==> src/rtl/bcd_display_scan_if.sv <==
// bcd_display_scan_if: latch/value in, multiplexed segment/enable/error out
interface bcd_display_scan_if;
  logic        latch;
  logic [11:0] bcd_in;
  logic [6:0]  seg;
  logic [2:0]  an;
  logic        err;
  modport master (output latch, bcd_in, input seg, an, err);
  modport slave (input latch, bcd_in, output seg, an, err);
endinterface

==> src/rtl/bcd_display_scan.sv <==
// bcd_display_scan: 3-digit BCD shadow register scanned onto a common-anode 7-seg display
module bcd_display_scan #(
  parameter int SCAN_DIV = 50000,
  parameter bit BLANK_LZ = 1'b1
) (
  input logic               clk,
  input logic               rst,
  bcd_display_scan_if.slave bus
);
  localparam int CW = SCAN_DIV > 1 ? $clog2(SCAN_DIV) : 1;
  logic [CW-1:0] cnt_q, cnt_d;
  logic [1:0]    idx_q, idx_d;
  logic [11:0]   sh_q, sh_d;
  logic [6:0]    seg_q, seg_d, tbl;
  logic [2:0]    an_q, an_d;
  logic          err_q, err_d;
  logic [3:0]    nib;
  logic          wrap, blank;
  always_comb begin
    wrap  = cnt_q == CW'(SCAN_DIV - 1);
    cnt_d = wrap ? '0 : cnt_q + 1'b1;
    idx_d = wrap ? (idx_q == 2'd2 ? 2'd0 : idx_q + 2'd1) : idx_q;
    sh_d  = bus.latch ? bus.bcd_in : sh_q;
    nib   = idx_q == 2'd0 ? sh_q[3:0] : idx_q == 2'd1 ? sh_q[7:4] : sh_q[11:8];
    blank = BLANK_LZ && ((idx_q == 2'd2 && sh_q[11:8] == 4'd0) ||
                         (idx_q == 2'd1 && sh_q[11:4] == 8'd0));
    case (nib)
      4'd0:    tbl = 7'h40;
      4'd1:    tbl = 7'h79;
      4'd2:    tbl = 7'h24;
      4'd3:    tbl = 7'h30;
      4'd4:    tbl = 7'h19;
      4'd5:    tbl = 7'h12;
      4'd6:    tbl = 7'h02;
      4'd7:    tbl = 7'h78;
      4'd8:    tbl = 7'h00;
      4'd9:    tbl = 7'h10;
      default: tbl = 7'h3F;
    endcase
    seg_d = blank ? 7'h7F : tbl;
    an_d  = blank ? 3'b111 : idx_q == 2'd0 ? 3'b110 : idx_q == 2'd1 ? 3'b101 :
            idx_q == 2'd2 ? 3'b011 : 3'b111;
    err_d = sh_q[3:0] > 4'd9 || sh_q[7:4] > 4'd9 || sh_q[11:8] > 4'd9;
  end
  always_ff @(posedge clk or posedge rst) begin
    if (rst) begin
      cnt_q <= '0;
      idx_q <= 2'd0;
      sh_q  <= 12'h000;
      seg_q <= 7'h7F;
      an_q  <= 3'b111;
      err_q <= 1'b0;
    end else begin
      cnt_q <= cnt_d;
      idx_q <= idx_d;
      sh_q  <= sh_d;
      seg_q <= seg_d;
      an_q  <= an_d;
      err_q <= err_d;
    end
  end
  assign bus.seg = seg_q;
  assign bus.an  = an_q;
  assign bus.err = err_q;
endmodule

==> src/flat_wrapper.sv <==
// flat-port wrapper written by rule: the top's interface ports become plain ports
module bcd_display_scan_flat 
#(
  parameter int SCAN_DIV = 50000,
  parameter bit BLANK_LZ = 1'b1
)
  (clk, rst, bus_latch, bus_bcd_in, bus_seg, bus_an, bus_err);
  bcd_display_scan_if bus_i ();
  input logic clk;
  input logic rst;
  input wire logic [$bits(bus_i.latch)-1:0] bus_latch;
  input wire logic [$bits(bus_i.bcd_in)-1:0] bus_bcd_in;
  output wire logic [$bits(bus_i.seg)-1:0] bus_seg;
  output wire logic [$bits(bus_i.an)-1:0] bus_an;
  output wire logic [$bits(bus_i.err)-1:0] bus_err;
  assign bus_i.latch = bus_latch;
  assign bus_i.bcd_in = bus_bcd_in;
  assign bus_seg = bus_i.seg;
  assign bus_an = bus_i.an;
  assign bus_err = bus_i.err;
  bcd_display_scan #(.SCAN_DIV(SCAN_DIV), .BLANK_LZ(BLANK_LZ)) u_core (.clk(clk), .rst(rst), .bus(bus_i));
endmodule
==> config.mk <==
export PLATFORM = sky130hd
export DESIGN_NAME = bcd_display_scan_flat
export DESIGN_NICKNAME = d
export VERILOG_FILES = /design/src/rtl/bcd_display_scan_if.sv /design/src/rtl/bcd_display_scan.sv /design/src/flat_wrapper.sv
export SDC_FILE = /design/constraint.sdc
export NUM_CORES = 1
export LEC_CHECK = 0
export CORE_MARGIN = 2
export CORE_UTILIZATION = 30
export CTS_CLUSTER_SIZE = 12
export DETAILED_ROUTE_END_ITERATION = 12
export GPL_ROUTABILITY_DRIVEN = 0
export PLACE_DENSITY = 0.59
export SYNTH_ARGS = -nofsm -noshare
export SYNTH_HDL_FRONTEND = slang
export SYNTH_SLANG_ARGS = --single-unit
==> constraint.sdc <==
create_clock -name clk -period 3.63 [get_ports clk]
set_input_delay 0.363 -clock clk [delete_from_list [all_inputs] [get_ports clk]]
set_output_delay 0.363 -clock clk [all_outputs]
set_load 0.01 [all_outputs]
==> Word-level counts from Yosys, hierarchy flattened <==
Memories as Yosys holds them, arrays and structs flattened.
Index checks and enable logic that the tools add are counted.
{ "op_classes": {"order_cmp": 3, "n_addsub": 2, "n_reduce_logical": 8, "n_eq_ne": 3, "mux": 9} }
{ "op_table": {"columns": ["operator", "count"], "rows": [
  ["16-bit by 1-bit adder with 16-bit output, second input constant", 1],
  ["16-bit equality test, second input constant", 1],
  ["16-bit 2-to-1 mux", 1],
  ["4-bit > comparator, second input constant", 3],
  ["3-bit 2-to-1 mux", 4],
  ["8-bit zero test", 1],
  ["4-bit 2-to-1 mux", 2],
  ["7-bit 2-to-1 mux", 1],
  ["4-bit zero test", 1],
  ["1-bit logical OR", 3],
  ["2-bit by 1-bit adder with 2-bit output, second input constant", 1],
  ["2-bit by 1-bit equality test with 1-bit output, second input constant", 1],
  ["2-bit equality test, second input constant", 1],
  ["1-bit logical AND", 2],
  ["2-bit zero test", 1],
  ["2-bit 2-to-1 mux", 1]
]} }
{ "word_totals": {"word_cells": 32, "inputBits": 15, "rom_bits": 112, "mem_count": 1, "out_inout_bits": 11, "register_bits": 41} }
{ "mem_list": {"columns": ["memory", "words", "width", "read_ports", "rd_ports_with_merged_regs", "write_ports", "line_no", "text"], "rows": [
  ["(no name shown)", 16, 7, 1, 0, 0, "bcd_display_scan.sv:27", "case (nib)"]
]} }

==> Logic depth before layout (Yosys ltp) <==
{ "logic_depth": {"depth_word": 5, "depth_mapped": 7, "depth_no_buf": 6} }

==> Least setup slack after synthesis <==
Ideal clock, no wire load.
{ "synth_path": {"kind": "register to register", "start": "register u_core.cnt_q[7]", "end": "register u_core.idx_q[1]", "arrival_time_ps": 1667, "stages_incl_launch_ff": 5, "path_slack_ps": 1836, "period_less_slack_ps": 1794, "path_buffers": 1, "cell_sequence": "dfrtp_1 or4b_4 nor4_4 buf_6 mux2_1"} }
{ "synth_between": {"elab_chain_len": 1} }
{ "synth_lines": {"columns": ["item", "line_no", "text"], "rows": [
  ["start, declared", "bcd_display_scan.sv:11", "logic [CW-1:0] cnt_q, cnt_d;"],
  ["start signal, assigned", "bcd_display_scan.sv:54", "cnt_q <= cnt_d;"],
  ["16-bit equality test", "bcd_display_scan.sv:20", "wrap = cnt_q == CW'(SCAN_DIV - 1);"],
  ["end signal, assigned", "bcd_display_scan.sv:55", "idx_q <= idx_d;"],
  ["end, declared", "bcd_display_scan.sv:12", "logic [1:0] idx_q, idx_d;"]
]} }
Every way passes these cells.
A chain may end at the register's enable or synchronous reset.

==> Final worst setup path <==
Ends and elaborated chain as after synthesis.

==> impl_results.md <==
- I/O pins: 26
- Row count: 28
- Post-synthesis sequential area ratio: a little under three fifths
- Period utilization: a little under three fifths
- Crit. End Element: flip-flop
- Maximum vdd drop: 0.162 mV
- Startpoint Class: flip-flop
- DR DRC count: 0
- Crit path launch: u_core.cnt_q[7]
- Drt pass-1 iters: 4
- Via/cell ratio: about 4.8
- Main synth FF type: dfrtp_1
- CP max stage delay: 0.60 ns
- Via count: roughly 1300
- Ratio of cells with drive above 1 in the final layout: 17.0%
- # fillers: 586
- Final Power: between 0.9 and 1 mW
- Initial antenna violation count: 0
- Avg Cell Area, Syn: ~12 µm²
- Core ar.: just under 0.006 mm²
- WL/cell: 12.3 µm
- Power Internal: 0.696 mW
- Chip Height: about 83 µm
- Drt first-iter violations: 90
- Status: finished, final reports clean
- Final slew viol count: 0
- Switch Pwr: 0.215 mW
- Post-CTS setup repair buffer count: 0
- Pre-CTS setup slack: approximately 1.6 ns
- Worst r2r path cells: 3
- Crit path time final: 2.04 ns
- Worst-margin pin slew: 0.646 ns
- Critical path class: flip-flop to flip-flop
- Worst Path Max Fanout: 11
- TNS Setup: 0 ns
- CP arrival: 2.23 ns
- Largest net degree at the start of global routing: between 40 and 50
- Post-layout util: 38.0%
- Total track usage: 11.5%
- Routed WL: 3.22 mm
- Layout area overhead: 22.2%
- Fin Hold WS: 0.486 ns
- Clock tree from TritonCTS: done
- Combinational cell fraction of total power: between 10% and 20%
- Slew margin rel.: 56.6%
- Full die area: 0.00683 mm²
- Clock power frac: 31.5%
- Post-DP HPWL: 2.34 mm
- Vias in the first global route: 1253
- Sink Count: 41
- Final instance area: 0.00227 mm²
- Pwr/cell area: 402 mW/mm²
- Setup ws final: about 1.6 ns
- CTS buffer count: 5
- Post-CTS sizing: 0
- Total gr overflow: 0
- Start of the worst register-to-register path: u_core.cnt_q[7]
- Distinct cell type count after synthesis: 36
- Register-to-register setup slack: 1.59 ns
- Port bufs: 25
- RSZ-0062 raised after global routing: false
- Clock Latency Late Sink: 0.29 ns
- Critical path's slowest cell: nor4_4
- Starting Density: 31.1%
- CP Data Required Time: ~3.8 ns
- Final-report hold violation count: 0
- Dominant cells by area after synthesis: dfrtp_1 (42%), dfstp_2 (14%), mux2_2 (7.3%)
- #FFs+latches synth: 41
- Area after DPL: 0.00218 mm²
- Global-route wire length before repair: roughly 5.8 mm
- Syn nets: 175
- Post-DRT Antenna Nets: 0
- Top cell type's share of synthesized area: 41.8%
- Worst min-delay path class: input port to asynchronous set/reset pin
- Synthesized area: roughly 0.0019 mm²
- Final cell count without fillers: between 200 and 300
- Area leader, netlist: dfrtp_1
- Hold-fix buffers at CTS: 0
- Root Driver: clkbuf_8
- Crit path cell chain: or4b_4 > nor4_4 > mux2_1
- Achievable Freq: 489 MHz
- Reg clk slew, reported paths: 0.08 ns
- Ant diodes: 0
- Sw Share: approximately a quarter
- DP Cell Count: 255
- Crit Reg-Reg Endpoint: u_core.idx_q[1]
- Gate Count Post-Synth: 158
- Flop pwr share: 55.7%
- Synth async-reset ratio: 100%
- Final Setup Violations: 0
- Clk buf depth: 2
- Pleak: 0.951 nW
- MaxCap Viol Count: 0
- Synth warnings: 0
- Fin Clk Skew: 0.0108 ns
- Number of nets in the layout: 204
- Die Width: 82.6 µm
- Post-synth EDFFs: 0
- CTS HTree Levels: 2
synth_stat cells (2+ instances only):
| master | count |
|---|---|
| dfrtp_1 | 31 |
| nor2_1 | 13 |
| mux2_2 | 12 |
| dfstp_2 | 10 |
| nand2_1 | 9 |
| nand3_1 | 8 |
| o21ai_0 | 7 |
| xnor2_1 | 7 |
| mux2i_1 | 6 |
| xor2_1 | 6 |
| inv_1 | 5 |
| nor4_1 | 4 |
| a21oi_1 | 3 |
| and3_1 | 3 |
| nor2b_1 | 3 |
| o21a_1 | 3 |
| a211oi_1 | 2 |
| a21o_1 | 2 |
| buf_2 | 2 |
| ha_1 | 2 |
| nand2b_1 | 2 |
| nand4_1 | 2 |
| nor3_1 | 2 |
| o21ai_1 | 2 |
final cells by class:
| class | count | area [µm²] | area share (%) |
|---|---|---|---|
| Inverter | 5 | 18.8 | 0.828 |
| Multi-Input combinational cell | 108 | 772 | 34.1 |
| Tap cell | 75 | 93.8 | 4.14 |
| Timing Repair Buffer | 26 | 258 | 11.4 |
| Sequential cell | 41 | 1040 | 45.8 |
| Clock inverter | 1 | 8.76 | 0.387 |
| Clock buffer | 7 | 76.3 | 3.37 |
logic make-up after synthesis:
kind of cell	count (synthesis)	synth area share, %
AO/OA/AOI/OAI	21	7.02
XOR/XNOR	13	6.14
adder cells (fa/ha/maj)	2	1.35
buffers and inverters	9	2.36
flip-flops	41	56.0
multiplexers	19	11.1
AND/OR/NAND/NOR	53	16.0
metal layers:
layer  share of wire [%]  track usage [%]  vias up  routed length, µm
met1                  50             16.2      600               1620
met5                   0                0        -                  0
met2                  43             16.1       28               1400
li1                    -                -      616                  -
met3                 4.4             3.91        6                141
met4                 2.0             4.43        0                 66
how the worst max path moves through the flow:
stage,endpoint,slack [ns]
floorplan,u_core.idx_q[1],1.84
global placement,u_core.idx_q[1],1.61
detailed placement,u_core.idx_q[1],1.57
CTS,u_core.idx_q[1],1.57
global route,u_core.idx_q[1],1.51
finish,u_core.idx_q[1],1.59
cells in the final DEF, fill, tap and decap left out, types with 4 or more instances in the layout:
master	Yosys	final
xor2_1	6	6
dfstp_2	10	10
o21ai_0	7	7
nor4_1	4	4
inv_1	5	5
dfrtp_1	31	31
mux2_2	12	12
mux2i_1	6	6
clkbuf_8	0	5
clkdlybuf4s50_1	0	25
nor2_1	13	13
xnor2_1	7	7
nand3_1	8	8
nand2_1	9	9
registers in the layout, indices dropped and copies added (netlist names):
signal and count:
u_core.idx_q 2, u_core.bus.err 1, u_core.cnt_q 16, u_core.bus.an 3, u_core.bus.seg 7, u_core.sh_q 12
worst max-delay path: cells and delay by family, from the launching register on:
family	cells	cell delay, ns
DFF	1	0.41
muxes	1	0.37
and+or+nand+nor	2	1.16
power by group through the flow:
| stage | clock (mW) | sequential [mW] | combinational [mW] |
|---|---|---|---|
| global route | 0.324 | 0.512 | 0.131 |
| finish | 0.287 | 0.508 | 0.117 |
| floorplan | 0 | 0.522 | 0.0560 |
| detailed placement | 0 | 0.517 | 0.119 |
| CTS | 0.302 | 0.508 | 0.120 |
| global placement | 0 | 0.516 | 0.119 |
No activity file was read; power rests on OpenSTA's default activity.
